**src/rtl/arb_pkg.sv**
```systemverilog
// Shared constants and state encoding for the eight-way round-robin arbiter.
package arb_pkg;

    localparam int N_REQ = 8;
    localparam int ID_W  = 3;

    typedef enum logic {
        ST_IDLE  = 1'b0,
        ST_GRANT = 1'b1
    } state_e;

    // Expand a requester index into its one-hot grant vector.
    function automatic logic [N_REQ-1:0] id2onehot(input logic [ID_W-1:0] id);
        logic [N_REQ-1:0] v;
        v     = '0;
        v[id] = 1'b1;
        return v;
    endfunction

endpackage

```
**src/rtl/rr_arbiter8_if.sv**
```systemverilog
// Request/grant bundle between the requesters and the arbiter.
interface rr_arbiter8_if;
    import arb_pkg::*;

    logic [N_REQ-1:0] i_req;       // bit i: requester i wants the resource
    logic             i_release;   // owner ends its ownership (one-cycle pulse)
    logic [N_REQ-1:0] o_gnt;       // one-hot grant, zero when idle
    logic [ID_W-1:0]  o_gnt_id;    // index of the owner, zero when idle
    logic             o_gnt_valid; // any grant active
    logic             o_timeout;   // grant was force-revoked at the hold limit

    // Requester side: drives requests, observes grants.
    modport master (
        output i_req, i_release,
        input  o_gnt, o_gnt_id, o_gnt_valid, o_timeout
    );

    // Arbiter side: observes requests, drives grants.
    modport slave (
        input  i_req, i_release,
        output o_gnt, o_gnt_id, o_gnt_valid, o_timeout
    );

endinterface

```
**src/rtl/rr_pick8.sv**
```systemverilog
// Rotating-priority picker: first set request at or after i_ptr, wrapping mod 8.
module rr_pick8
    import arb_pkg::*;
(
    input  logic [N_REQ-1:0] i_req,
    input  logic [ID_W-1:0]  i_ptr,
    output logic             o_found,
    output logic [ID_W-1:0]  o_idx
);

    // Doubling the vector lets a plain part-select act as a right rotate;
    // the top copy of bit 7 is never reachable, so it is left off.
    logic [2*N_REQ-2:0] w_dbl;
    logic [N_REQ-1:0]   w_rot;
    logic [ID_W-1:0]    w_enc;

    assign w_dbl = {i_req[N_REQ-2:0], i_req};
    assign w_rot = w_dbl[i_ptr +: N_REQ];

    // Lowest-index-first priority encode of the rotated vector.
    always_comb begin
        w_enc = '0;
        for (int i = N_REQ - 1; i >= 0; i--) begin
            if (w_rot[i]) w_enc = ID_W'(i);
        end
    end

    // Undo the rotation; the 3-bit add wraps naturally mod 8.
    assign o_idx   = w_enc + i_ptr;
    assign o_found = |i_req;

endmodule

```
**src/rtl/rr_arbiter8.sv**
```systemverilog
// Round-robin arbiter sharing one resource among eight requesters.
// A grant is held until the owner releases, drops its request, or reaches
// MAX_HOLD cycles; every handoff passes through one idle cycle.
module rr_arbiter8
    import arb_pkg::*;
#(
    parameter int MAX_HOLD = 16,  // 2..255 consecutive grant cycles
    parameter int CNT_W    = 8    // 2**CNT_W > MAX_HOLD
) (
    input  logic          clk,
    input  logic          rst,
    rr_arbiter8_if.slave  bus
);

    localparam logic [CNT_W-1:0] HOLD_LAST = CNT_W'(MAX_HOLD - 1);

    state_e           r_state, w_state_nxt;
    logic [ID_W-1:0]  r_ptr, w_ptr_nxt;
    logic [ID_W-1:0]  r_owner, w_owner_nxt;
    logic [CNT_W-1:0] r_hold, w_hold_nxt;
    logic             w_timeout_nxt;

    logic [N_REQ-1:0] r_gnt, w_gnt_nxt;
    logic [ID_W-1:0]  r_gnt_id, w_gnt_id_nxt;
    logic             r_gnt_valid, w_gnt_valid_nxt;
    logic             r_timeout;

    logic             w_found;
    logic [ID_W-1:0]  w_pick;
    logic             w_exit_rel;
    logic             w_exit_lim;

    rr_pick8 u_pick (
        .i_req   (bus.i_req),
        .i_ptr   (r_ptr),
        .o_found (w_found),
        .o_idx   (w_pick)
    );

    // Voluntary exit (release or owner drop) takes precedence over the limit,
    // so a coincident limit hit is reported as a normal release.
    assign w_exit_rel = bus.i_release | ~bus.i_req[r_owner];
    assign w_exit_lim = (r_hold == HOLD_LAST);

    // FSM state and bookkeeping registers.
    always_ff @(posedge clk) begin
        if (rst) begin
            r_state <= ST_IDLE;
            r_ptr   <= '0;
            r_owner <= '0;
            r_hold  <= '0;
        end else begin
            r_state <= w_state_nxt;
            r_ptr   <= w_ptr_nxt;
            r_owner <= w_owner_nxt;
            r_hold  <= w_hold_nxt;
        end
    end

    // Next-state logic: arbitrate in IDLE, watch exit conditions in GRANT.
    always_comb begin
        w_state_nxt   = r_state;
        w_ptr_nxt     = r_ptr;
        w_owner_nxt   = r_owner;
        w_hold_nxt    = r_hold;
        w_timeout_nxt = 1'b0;
        case (r_state)
            ST_IDLE: begin
                if (w_found) begin
                    w_state_nxt = ST_GRANT;
                    w_owner_nxt = w_pick;
                    w_ptr_nxt   = w_pick + ID_W'(1);
                    w_hold_nxt  = '0;
                end
            end
            ST_GRANT: begin
                w_hold_nxt = r_hold + CNT_W'(1);
                if (w_exit_rel || w_exit_lim) begin
                    w_state_nxt   = ST_IDLE;
                    w_hold_nxt    = '0;
                    w_timeout_nxt = w_exit_lim & ~w_exit_rel;
                end
            end
            default: w_state_nxt = ST_IDLE;
        endcase
    end

    // Output values for the next cycle, derived from the state being entered.
    always_comb begin
        w_gnt_nxt       = '0;
        w_gnt_id_nxt    = '0;
        w_gnt_valid_nxt = 1'b0;
        if (w_state_nxt == ST_GRANT) begin
            w_gnt_nxt       = id2onehot(w_owner_nxt);
            w_gnt_id_nxt    = w_owner_nxt;
            w_gnt_valid_nxt = 1'b1;
        end
    end

    // Output registers keep req/release off any combinational path to outputs.
    always_ff @(posedge clk) begin
        if (rst) begin
            r_gnt       <= '0;
            r_gnt_id    <= '0;
            r_gnt_valid <= 1'b0;
            r_timeout   <= 1'b0;
        end else begin
            r_gnt       <= w_gnt_nxt;
            r_gnt_id    <= w_gnt_id_nxt;
            r_gnt_valid <= w_gnt_valid_nxt;
            r_timeout   <= w_timeout_nxt;
        end
    end

    assign bus.o_gnt       = r_gnt;
    assign bus.o_gnt_id    = r_gnt_id;
    assign bus.o_gnt_valid = r_gnt_valid;
    assign bus.o_timeout   = r_timeout;

endmodule

```
**src/flat_wrapper.sv**
```systemverilog
// flat-port wrapper written by rule: the top's interface ports become plain ports
module rr_arbiter8_flat import arb_pkg::*;
#(
    parameter int MAX_HOLD = 16,                                    
    parameter int CNT_W    = 8                          
)
  (clk, rst, bus_i_req, bus_i_release, bus_o_gnt, bus_o_gnt_id, bus_o_gnt_valid, bus_o_timeout);
  rr_arbiter8_if bus_i ();
  input  logic clk;
  input  logic rst;
  input wire logic [$bits(bus_i.i_req)-1:0] bus_i_req;
  input wire logic [$bits(bus_i.i_release)-1:0] bus_i_release;
  output wire logic [$bits(bus_i.o_gnt)-1:0] bus_o_gnt;
  output wire logic [$bits(bus_i.o_gnt_id)-1:0] bus_o_gnt_id;
  output wire logic [$bits(bus_i.o_gnt_valid)-1:0] bus_o_gnt_valid;
  output wire logic [$bits(bus_i.o_timeout)-1:0] bus_o_timeout;
  assign bus_i.i_req = bus_i_req;
  assign bus_i.i_release = bus_i_release;
  assign bus_o_gnt = bus_i.o_gnt;
  assign bus_o_gnt_id = bus_i.o_gnt_id;
  assign bus_o_gnt_valid = bus_i.o_gnt_valid;
  assign bus_o_timeout = bus_i.o_timeout;
  rr_arbiter8 #(.MAX_HOLD(MAX_HOLD), .CNT_W(CNT_W)) u_core (.clk(clk), .rst(rst), .bus(bus_i));
endmodule
```
**config.mk**
```make
export PLATFORM = sky130hd
export DESIGN_NAME = rr_arbiter8_flat
export DESIGN_NICKNAME = d
export VERILOG_FILES = /design/src/rtl/arb_pkg.sv /design/src/rtl/rr_arbiter8_if.sv /design/src/rtl/rr_pick8.sv /design/src/rtl/rr_arbiter8.sv /design/src/flat_wrapper.sv
export SDC_FILE = /design/constraint.sdc
export NUM_CORES = 1
export LEC_CHECK = 0
export ABC_AREA = 1
export CORE_ASPECT_RATIO = 0.6
export CORE_MARGIN = 4
export CORE_UTILIZATION = 30
export CTS_CLUSTER_SIZE = 16
export DETAILED_ROUTE_END_ITERATION = 12
export GPL_ROUTABILITY_DRIVEN = 1
export PLACE_DENSITY = 0.49
export SLEW_MARGIN = 10
export SYNTH_ARGS = -nofsm -noshare
export SYNTH_HDL_FRONTEND = slang
export SYNTH_SLANG_ARGS = --single-unit
```
**constraint.sdc**
```tcl
create_clock -name clk -period 3 [get_ports clk]
set_input_delay 0.9 -clock clk [delete_from_list [all_inputs] [get_ports clk]]
set_output_delay 0.9 -clock clk [all_outputs]
set_load 0.01 [all_outputs]
```
==> run_results.csv <==
group,metric,value,unit
route,detail_route.wl_per_cell,12.27,µm
synthesis,synthFlopType,"sky130_fd_sc_hd__dfxtp_1",
sta,tns,0,ns
sta,final_worst_path_cycle_share,94.92,%
setup_path,critical_path.max_fanout,4,
global_routing,grt_start_max_net_pins,17,
synthesis,ys_types,33,
sta,rsz0062_at_grt,"false",
global_routing,number_of_global_route_vias_before_repair,1407,
outcome,status,"completed",
place,place_congestion,0.8581,
setup_path,worst_setup_path_start_kind,"primary input",
synthesis,syn_area,0.001679,mm²
place,hpwl,3.364,mm
worst_hold_path,worstHoldPathType,"reg -> reg",
setup_path,endpoint_arrival_time_on_the_critical_path,3.04,ns
power_and_ir_drop,clkPwrFrac,9.9,%
sta,layout_min_cycle_time,2.848,ns
synthesis,synth_top_family_by_area,"simple AND/OR/NAND/NOR gates",
die,die-height,65.95,µm
synthesis,post_synth_main_area_contributors,"sky130_fd_sc_hd__dfxtp_1, sky130_fd_sc_hd__nand2_1, sky130_fd_sc_hd__nand3_1",
setup_path,r2r_cells,15,
sta,timing.final.hold_violations,0,
die,number_of_standard_cell_rows_in_the_floorplan,20,
die,floorplan.io_pins,24,
cells_and_area,area_growth_syn_to_layout,35.39,%
run,maxCapViolations,0,
global_routing,overall_overflow_remaining_after_global_route,0,
cells_and_area,number_of_filler_cells_placed_in_the_layout,549,
clock_tree,ctsRootBufferMaster,"sky130_fd_sc_hd__clkbuf_8",
route,route.vias.total,1617,
power_and_ir_drop,power.net_switching,962.3,µW
setup_path,critical_path.endpoint_type,"flip-flop",
setup_path,crit_required,3.19,ns
power_and_ir_drop,power_per_cell_area,943.4,mW/mm²
route,routed_via_density,4.581,
setup_path,path_cells,"clkbuf_2 -> nand2_2 -> nand3_2 -> nand3_1 -> nand2_1 -> a31oi_1 -> o21ai_0 -> nand2_1 -> a21boi_1 -> ha_2 -> fa_2 -> xor2_2 -> inv_2 -> nand3_4 -> nand2_1 -> nand2_1 -> nand3_2 -> nand2_1 -> inv_1",
cells_and_area,post_route_cells_drive_above_1_share,34.84,%
route,drtPass1Iterations,4,
synthesis,synth.ff_latch_count,27,
clock_tree,clk_pin_slew,0.09,ns
synthesis,post_synth.cell_area_avg,6.996,µm²
sta,timing.slew.headroom,70.80,%
synthesis,async_reset_ff_share,0,%
setup_path,sum_of_buffers_and_inverters_on_the_critical_path,3,
power_and_ir_drop,power.share.sequential,24.6,%
synthesis,synth.mux.area_fraction,0,%
power_and_ir_drop,ir_drop,0.2343,mV
synthesis,synth_enable_flop_cells,0,
global_routing,initial_antenna_violation_count,0,
global_routing,grt_first_pass_wirelength,6.906,mm
sta,worst_slew_pin_slew,0.4339,ns
synthesis,synthesis.nets,255,
clock_tree,numCtsBuffers,3,
power_and_ir_drop,power.static_leakage,1.014,nW
power_and_ir_drop,power.internal,1.182,mW
clock_tree,cts_tree,"built",
sta,slew_violations,0,
clock_tree,max-clock-path-buffers,2,
synthesis,synth.largest_area_cell,"sky130_fd_sc_hd__dfxtp_1",
sta,skew,0.003121,ns
setup_path,setup_slack_reg_to_reg,0.33,ns
route,postRouteAntennaNets,0,
setup_path,r2r_start,"u_core.r_ptr[1]",
cells_and_area,design.final.nets,303,
power_and_ir_drop,comb_power_share,65.5,%
route,drcViolationCount,0,
synthesis,synth_commonest_cells,"sky130_fd_sc_hd__nand2_1, sky130_fd_sc_hd__nand3_1, sky130_fd_sc_hd__dfxtp_1, sky130_fd_sc_hd__nor2_1, sky130_fd_sc_hd__inv_1",
synthesis,yosys.area.top_type_share,32.19,%
synthesis,postSynthCellCount,240,
place,dp.cells,349,
setup_path,critPathKind,"in -> reg",
synthesis,yosys.cell_count.top_type,"sky130_fd_sc_hd__nand2_1",
place,io_buffers,23,
route,dr.first_iter.drc_count,52,
power_and_ir_drop,power_switching_share,44.87,%
setup_path,endpoint,"u_core.r_ptr[2]",
synthesis,synth_compound_gate_area_share,9.836,%
die,initial_core_util,32.11,%
clock_tree,clock_sinks,27,
cells_and_area,antenna_cells,0,
route,wl,4.330,mm
setup_path,cell_class_contributing_the_biggest_share_of_worst_path_delay,"simple AND/OR/NAND/NOR gates",
die,core_area,0.005230,mm²
die,chipWidth,104.6,µm
synthesis,post_synth_and_or_nand_nor_area_fraction,44.04,%
sta,fmax,351.2,MHz
clock_tree,worstSkewPairLatency,0.28,ns
clock_tree,cts.hold.buffers_added,0,
cells_and_area,fin_cells,353,
setup_path,critical_r2r_capture,"u_core.r_ptr[2]",
sta,setup_viol_count_final,0,
setup_path,maximum_cell_stage_delay_along_the_critical_path,0.35,ns
setup_path,crit_start,"bus_i_req[6]",
synthesis,synth-adder-area-share,3.428,%
die,die_area,0.006897,mm²
setup_path,cp_common_cell,"sky130_fd_sc_hd__nand2_1",
synthesis,synth-seq-area-share,32.19,%
setup_path,timing.critical_path.depth,19,
synthesis,post_synth_xor_area_fraction,2.086,%
global_routing,total_routing_usage_reported_by_global_routing,12.63,%
clock_tree,clock_tree.htree_level_count,1,
synthesis,yosys_warnings,0,
setup_path,crit_slowest_cell,"sky130_fd_sc_hd__fa_2",
[routing by layer]
layer	routed length (µm)	global-route usage, %
met4	46	3.928
met1	2393	19.51
met3	188	2.927
met2	1702	16.80
met5	0	0
[worst reg2reg max path, stage by stage, from the launching register on]
cell                       delay [ns]
sky130_fd_sc_hd__dfxtp_2         0.50
sky130_fd_sc_hd__inv_2           0.17
sky130_fd_sc_hd__nand3_1         0.15
sky130_fd_sc_hd__nand3_2         0.08
sky130_fd_sc_hd__nand2_1         0.08
sky130_fd_sc_hd__a31oi_1         0.07
sky130_fd_sc_hd__o21ai_0         0.14
sky130_fd_sc_hd__nand2_1         0.07
sky130_fd_sc_hd__a21boi_1        0.14
sky130_fd_sc_hd__ha_2            0.19
sky130_fd_sc_hd__fa_2            0.43
sky130_fd_sc_hd__ha_1            0.24
sky130_fd_sc_hd__nand3_2         0.09
sky130_fd_sc_hd__nand3_2         0.09
sky130_fd_sc_hd__nand2_1         0.08
sky130_fd_sc_hd__inv_1           0.03
[per-stage QoR]
stage / setup WS, ns / util (%) / cell area [µm²] / hold WS [ns] / power [mW]
floorplan: 0.1459 / - / 1679 / 0.4399 / 1.301
global placement: -0.6633 / 41.10 / 2150 / 0.4504 / 1.822
detailed placement: -0.7012 / 41.10 / 2150 / 0.4575 / 1.812
CTS: 0.01290 / 42.49 / 2222 / 0.4715 / 2.061
global route: 0.006271 / 43.47 / 2273 / 0.5099 / 2.337
finish: 0.1525 / 43.47 / 2273 / 0.4656 / 2.145
[cells by family after synthesis]
group | Yosys count
and+or+nand+nor | 150
buffers and inverters | 29
DFF | 27
AOI/OAI and AO/OA | 26
xor gates and xnor gates | 4
adders and majority gates | 4
[layout make-up]
cell class | instances | area, µm² | share of cell area, %
clock buffers | 3 | 41.29 | 1.816
clock inverters | 1 | 7.507 | 0.3302
inverters | 23 | 91.34 | 4.018
multi-input cells | 184 | 1111 | 48.87
flip-flops and latches | 27 | 541.8 | 23.83
well taps | 66 | 82.58 | 3.632
repair buffers | 49 | 397.9 | 17.50
[sequential cells by signal, indices dropped and copies added (netlist names)]
signal,cells
u_core.r_state,1
u_core.r_hold,8
u_core.bus.o_timeout,1
u_core.bus.o_gnt_id,3
u_core.r_owner,3
u_core.bus.o_gnt,8
u_core.r_ptr,3
[power groups by stage]
stage	Combinational, mW	Sequential (mW)	Clock (mW)
6_report	1.40	0.528	0.212
5_1_grt	1.56	0.541	0.240
4_1_cts	1.32	0.521	0.224
3_5_place_dp	1.28	0.529	0
3_3_place_gp	1.29	0.531	0
2_1_floorplan	0.782	0.518	0
[cells in the final DEF, fill, tap and decap left out, types with 2 or more instances in the layout]
cell,count
sky130_fd_sc_hd__or2_2,2
sky130_fd_sc_hd__a21oi_2,2
sky130_fd_sc_hd__clkbuf_2,8
sky130_fd_sc_hd__inv_2,6
sky130_fd_sc_hd__clkdlybuf4s50_1,15
sky130_fd_sc_hd__inv_1,16
sky130_fd_sc_hd__nand4_1,3
sky130_fd_sc_hd__nand2_4,4
sky130_fd_sc_hd__nor2_4,2
sky130_fd_sc_hd__nand3_4,3
sky130_fd_sc_hd__o21ai_1,3
sky130_fd_sc_hd__o21ai_0,6
sky130_fd_sc_hd__dfxtp_1,26
sky130_fd_sc_hd__nand2_1,54
sky130_fd_sc_hd__a21oi_1,7
sky130_fd_sc_hd__nand3_2,14
sky130_fd_sc_hd__o211ai_1,4
sky130_fd_sc_hd__xor2_1,2
sky130_fd_sc_hd__nand2_2,21
sky130_fd_sc_hd__clkbuf_8,3
sky130_fd_sc_hd__buf_4,25
sky130_fd_sc_hd__nand3_1,19
sky130_fd_sc_hd__ha_1,2
sky130_fd_sc_hd__nor2_1,25
[how the worst min path moves through the flow]
stage / from / to / slack [ns] / cells after the start
6_report: u_core.r_hold[3] / u_core.r_hold[3] / 0.47 / 2
5_1_grt: u_core.r_hold[3] / u_core.r_hold[3] / 0.51 / 2
4_1_cts: u_core.r_hold[3] / u_core.r_hold[3] / 0.47 / 2
3_5_place_dp: u_core.r_hold[3] / u_core.r_hold[3] / 0.46 / 2
3_3_place_gp: u_core.r_hold[3] / u_core.r_hold[3] / 0.45 / 2
2_1_floorplan: u_core.r_hold[3] / u_core.r_hold[3] / 0.44 / 2
[timing repair]
item                       4_1_cts  5_1_grt
pin swaps                        1       13
resized for setup               18       36
setup buffers                    0        0
setup endpoints to repair       16       14
Note: power is estimated with default switching activity, not from simulation.
